$ cat config.mk
export PLATFORM = sky130hd
export DESIGN_NAME = smc_serial_loader
export DESIGN_NICKNAME = d
export VERILOG_FILES = /design/src/rtl/smc_serial_loader.sv
export SDC_FILE = /design/constraint.sdc
export NUM_CORES = 1
export LEC_CHECK = 0
export CORE_ASPECT_RATIO = 1.1
export CORE_MARGIN = 4
export CORE_UTILIZATION = 55
export CTS_CLUSTER_DIAMETER = 100
export CTS_CLUSTER_SIZE = 28
export DETAILED_ROUTE_END_ITERATION = 8
export PLACE_DENSITY = 0.7
export SYNTH_ARGS = -nofsm -noshare
export SYNTH_HDL_FRONTEND = slang
export SYNTH_SLANG_ARGS = --single-unit
$ cat constraint.sdc
create_clock -name clk -period 8.3 [get_ports clk]
set_input_delay 1.66 -clock clk [delete_from_list [all_inputs] [get_ports clk]]
set_output_delay 1.66 -clock clk [all_outputs]
set_load 0.005 [all_outputs]
$ cat src/rtl/smc_serial_loader.sv
// smc_serial_loader: serial-input transistor-array evaluator.
// Takes six (W, V_GS, V_DS) beats over a valid/ready handshake. Each beat's
// gm or Id value goes into a descending sort buffer by insertion. After the
// sixth beat, a weighted or plain sum of three sorted entries is registered
// onto out_n, with a one-cycle out_valid strobe.
module smc_serial_loader #(
  parameter int unsigned N_TR  = 6,
  parameter int unsigned OUT_W = 10
) (
  input  logic             clk,
  input  logic             rst,
  input  logic             in_valid,
  output logic             in_ready,
  input  logic [1:0]       mode,
  input  logic [2:0]       W,
  input  logic [2:0]       V_GS,
  input  logic [2:0]       V_DS,
  output logic             out_valid,
  output logic [OUT_W-1:0] out_n
);

  localparam int unsigned CNT_W  = $clog2(N_TR + 1);
  localparam int unsigned PROD_W = 10;
  localparam int unsigned SUM_W  = OUT_W + 2;

  typedef enum logic [1:0] {
    ST_IDLE = 2'd0,
    ST_LOAD = 2'd1,
    ST_CALC = 2'd2,
    ST_OUT  = 2'd3
  } state_t;

  state_t           state;
  logic [CNT_W-1:0] count;
  logic [1:0]       mode_q;
  logic [OUT_W-1:0] sbuf [N_TR];

  logic             accept_c;
  logic [1:0]       eff_mode_c;
  logic [2:0]       v_c;
  logic             triode_c;
  logic [PROD_W-1:0] w_e_c, d_e_c, v_e_c, num_c;
  logic [OUT_W-1:0] beat_val_c;
  logic [OUT_W-1:0] sbuf_ins_c [N_TR];
  logic [OUT_W-1:0] sel_a_c, sel_b_c, sel_c_c;
  logic [SUM_W-1:0] result_c;

  assign accept_c = in_valid && in_ready;

  // The first beat of a group uses the live mode; later beats use the captured one.
  assign eff_mode_c = (state == ST_IDLE) ? mode : mode_q;

  // Per-beat gm / Id value, with a saturating V_GS-1.
  always_comb begin
    v_c      = (V_GS == 3'd0) ? 3'd0 : (V_GS - 3'd1);
    triode_c = (v_c > V_DS);
    w_e_c    = PROD_W'(W);
    d_e_c    = PROD_W'(V_DS);
    v_e_c    = PROD_W'(v_c);
    num_c    = '0;
    if (!eff_mode_c[0]) begin
      num_c = (w_e_c * (triode_c ? d_e_c : v_e_c)) * PROD_W'(2);
    end else if (triode_c) begin
      num_c = w_e_c * d_e_c * ((v_e_c * PROD_W'(2)) - d_e_c);
    end else begin
      num_c = w_e_c * v_e_c * v_e_c;
    end
    beat_val_c = OUT_W'(num_c / PROD_W'(3));
  end

  // Insertion: the new value lands after every filled entry that is >= it,
  // so ties stay behind existing equal entries and empty slots never compete.
  always_comb begin
    logic             prev_ge;
    logic             ge;
    logic [OUT_W-1:0] prev_val;
    prev_ge  = 1'b1;
    prev_val = '0;
    for (int i = 0; i < int'(N_TR); i++) begin
      ge = (CNT_W'(i) < count) && (sbuf[i] >= beat_val_c);
      if (ge) begin
        sbuf_ins_c[i] = sbuf[i];
      end else if (prev_ge) begin
        sbuf_ins_c[i] = beat_val_c;
      end else begin
        sbuf_ins_c[i] = prev_val;
      end
      prev_ge  = ge;
      prev_val = sbuf[i];
    end
  end

  // Pick the top or bottom three entries and form the mode-selected sum.
  always_comb begin
    if (mode_q[1]) begin
      sel_a_c = sbuf[0];
      sel_b_c = sbuf[1];
      sel_c_c = sbuf[2];
    end else begin
      sel_a_c = sbuf[N_TR-3];
      sel_b_c = sbuf[N_TR-2];
      sel_c_c = sbuf[N_TR-1];
    end
    if (mode_q[0]) begin
      result_c = (SUM_W'(3) * SUM_W'(sel_a_c)) + (SUM_W'(4) * SUM_W'(sel_b_c)) +
                 (SUM_W'(5) * SUM_W'(sel_c_c));
    end else begin
      result_c = SUM_W'(sel_a_c) + SUM_W'(sel_b_c) + SUM_W'(sel_c_c);
    end
  end

  // Control FSM with registered handshake and result outputs.
  always_ff @(posedge clk or posedge rst) begin
    if (rst) begin
      state     <= ST_IDLE;
      count     <= '0;
      mode_q    <= 2'b00;
      in_ready  <= 1'b1;
      out_valid <= 1'b0;
      out_n     <= '0;
      for (int i = 0; i < int'(N_TR); i++) sbuf[i] <= '0;
    end else begin
      case (state)
        ST_IDLE: begin
          if (accept_c) begin
            mode_q <= mode;
            count  <= CNT_W'(1);
            for (int i = 0; i < int'(N_TR); i++) sbuf[i] <= sbuf_ins_c[i];
            state  <= ST_LOAD;
          end
        end
        ST_LOAD: begin
          if (accept_c) begin
            count <= count + CNT_W'(1);
            for (int i = 0; i < int'(N_TR); i++) sbuf[i] <= sbuf_ins_c[i];
            if (count == CNT_W'(N_TR - 1)) begin
              in_ready <= 1'b0;
              state    <= ST_CALC;
            end
          end
        end
        ST_CALC: begin
          out_n     <= OUT_W'(result_c);
          out_valid <= 1'b1;
          state     <= ST_OUT;
        end
        ST_OUT: begin
          out_valid <= 1'b0;
          count     <= '0;
          for (int i = 0; i < int'(N_TR); i++) sbuf[i] <= '0;
          in_ready  <= 1'b1;
          state     <= ST_IDLE;
        end
        default: begin
          state <= ST_IDLE;
        end
      endcase
    end
  end

endmodule

==> impl_metrics.yaml <==
outcome:
  status: "finished with violations"
  violations: "setup timing"
sta:
  fin_crit_sh_pct: 133
  slew_headroom_pct: 6.70
  setup_ws_ns: -2.71
  fmax_mhz: 90.8
  setup_tns_ns: -141.90
  hold_ws_ns: 0.490
  slew_viol_final: 0
  fin_crit_ns: 11.01
  hold_viol_final: 0
  skew_ns: 0.0110
  rsz0062_at_grt: "true"
  setup_viol: 54
  tightest_slew_ns: 1.40
logic_synthesis:
  synthTopCellsByCount: "inv_1 (150), ha_1 (136), nand2_1 (127), dfrtp_1 (72), a21oi_1 (61)"
  syn_avg_cell_area_um2: 8.71
  synth.most_common_cell: "inv_1"
  synth.largest_area_cell: "dfrtp_1"
  synth-edff-count: 0
  synth_warnings: 0
  synthesis.nets: 1361
  seq_area_frac_synth_pct: 18.2
  synth_cell_types: 89
  async_flop_share_pct: 100
  synth.top_cell.area_share_pct: 17.9
  synth_seq_cells: 73
  netlist_instances: 1156
  synth_ff_type: "dfrtp_1"
  synthTopCellsByArea: "dfrtp_1 (18%), ha_1 (17%), fa_1 (11%)"
  syn_area_um2: 10100
floorplanning:
  die_h_um: 150
  row_count: 51
  core_area_um2: 17900
  die_area_um2: 20500
  pin_count: 26
  start_util_pct: 56.3
  die_w_um: 137
routing:
  wirelength_um: 29200
  met2_length_um: 15000
  routedWlPerCell_um: 18.3
  dr_total_vias: 9290
  met3_length_um: 1100
  postRouteAntennaNets: 0
  dr.pass1.iters: 5
  drt_iter0_drc: 542
  wl_met1_um: 11000
  via_per_inst: 5.82
  drc: 0
  dr.max_layer_used: "met4"
worst_setup_path:
  cp-end-kind: "flip-flop"
  start_kind: "primary input"
  r2r_start: "state[0]"
  cpMaxStageDelayCell: "fa_2"
  cp.arrival_ns: 11.25
  slowest_delay_ns: 0.62
  cp-endpoint: "sbuf[55]"
  r2r_slack_ns: 1.29
  crit_start: "W[2]"
  required_ns: 8.53
  reg2reg_depth: 35
  criticalPathCategory: "primary input to flip-flop"
  cp_max_fo: 10
  cpMostUsedCell: "a21o_1"
  rr_endpoint: "sbuf[55]"
place:
  pre_cts_ws_ns: -3.71
  detailed_place_hpwl_um: 21900
  gp_congestion: 0.932
  port_buffers: 25
global_routing:
  gr-total-overflow: 0
  grt_pass1_wl_um: 46500
  grt_pass1_vias: 9488
  track_usage_pct: 28.5
  grt_max_degree: 57
  antenna_found_initial: 0
min_path:
  hold_class: "flip-flop to flip-flop"
  whs_path_depth: 2
finish:
  n_fill_cell: 1312
  drive_gt1_share_pct: 30.6
  syn_to_final_growth_pct: 31.2
  nets: 1558
  diodes: 0
clock_tree:
  clk_path_buf_depth: 2
  cts.sinks: 73
  cts_made_buffers: 9
  hold_buffers: 0
  root_buffer: "clkbuf_16"
  cts_tree: "yes"
  clkLatencyLatePin_ns: 0.34
  path_clk_slew_ns: 0.06
  h-tree-depth: 3
power:
  p_per_area_nw_per_um2: 264
  ir_worst_vdd_v: 0.000164
  p_leak_nw: 6.61
job:
  maxCapViolCount: 0
==> cells by family after synthesis <==
logic type	count (synthesis)	share of synthesized area (%)
AO/OA/AOI/OAI	301	21.4
AND/OR/NAND/NOR	296	14.4
buffers and inverters	197	8.18
adder cells (fa/ha/maj)	191	27.8
flip-flops	73	18.2
multiplexers	67	6.99
XOR/XNOR	31	3.01
==> layout make-up <==
class                      instances  area (µm²)  area share [%]
tap                              238         298            2.25
inverter                         151         567            4.29
clock buffer                      10         239            1.81
sequential                        73        1830            13.8
clock inverter                     6        57.6           0.436
multi-input combinational        886        8260            62.6
timing repair buffer             232        1960            14.8
==> worst min path at each step <==
stage	slack, ns	to	from
3_5_place_dp	0.48	sbuf[10]	sbuf[10]
2_1_floorplan	0.44	sbuf[20]	sbuf[20]
6_report	0.49	sbuf[10]	sbuf[10]
5_1_grt	0.51	out_valid	out_valid
3_3_place_gp	0.46	sbuf[20]	sbuf[20]
4_1_cts	0.49	sbuf[10]	sbuf[10]
==> state kept, by name (all words and copies together), names as in the netlist <==
name	cells
count	3
sbuf	54
out_valid	1
state	2
mode_q	2
out_n	10
in_ready	1
==> through the flow <==
stage               power, mW  instances  cell area [µm²]  util, %
finish                   3.49       1596            13200     73.9
global route             3.75       1596            13200     73.9
CTS                      3.32       1587            12900     72.4
detailed placement       2.55       1543            11900     66.5
global placement         2.48       1543            11900     66.5
floorplan                1.82       1156            10400        -
==> per-layer routing <==
layer	up-vias	track usage, %
li1	4407	-
met2	310	51.8
met5	-	0
met1	4450	31.3
met3	123	2.89
met4	0	17.9
==> layout by cell type, fill, tap and decap left out, types with 8 or more instances in the layout <==
cell type and count:
nand2_4 9, o21ai_1 8, o31ai_4 8, nor3_1 9, fa_1 53, buf_6 30, and2_1 22, a21oi_1 47
dfrtp_1 72, clkbuf_16 9, buf_4 177, xor2_1 8, nand2_1 106, ha_4 10, inv_1 144, mux2i_1 45
o21ai_2 8, o21ai_0 35, o31ai_1 34, ha_1 122, clkdlybuf4s50_1 16, xnor2_1 17, nor2b_1 18, nand3_1 12
a21o_1 52, nor2_1 42, nand2_2 13, mux2_2 16, a21oi_2 11
==> critical path: cells and delay by family <==
kind / cells / cell delay (ns)
buf+inv: 8 / 0.80
compound gates: 19 / 3.67
fa+ha+maj: 9 / 3.61
simple gates: 10 / 1.47
==> power by group <==
part           total (mW)  internal (mW)  switching (mW)
registers           0.429          0.385          0.0437
logic                2.67           1.36            1.30
clock network       0.396          0.239           0.157
==> timing repair <==
action	in CTS	in global routing
pin swaps	89	29
setup endpoints to repair	54	54
setup buffers	27	11
gates resized for setup	153	42
gates cloned	1	0
(Power assumes the default switching activity.)
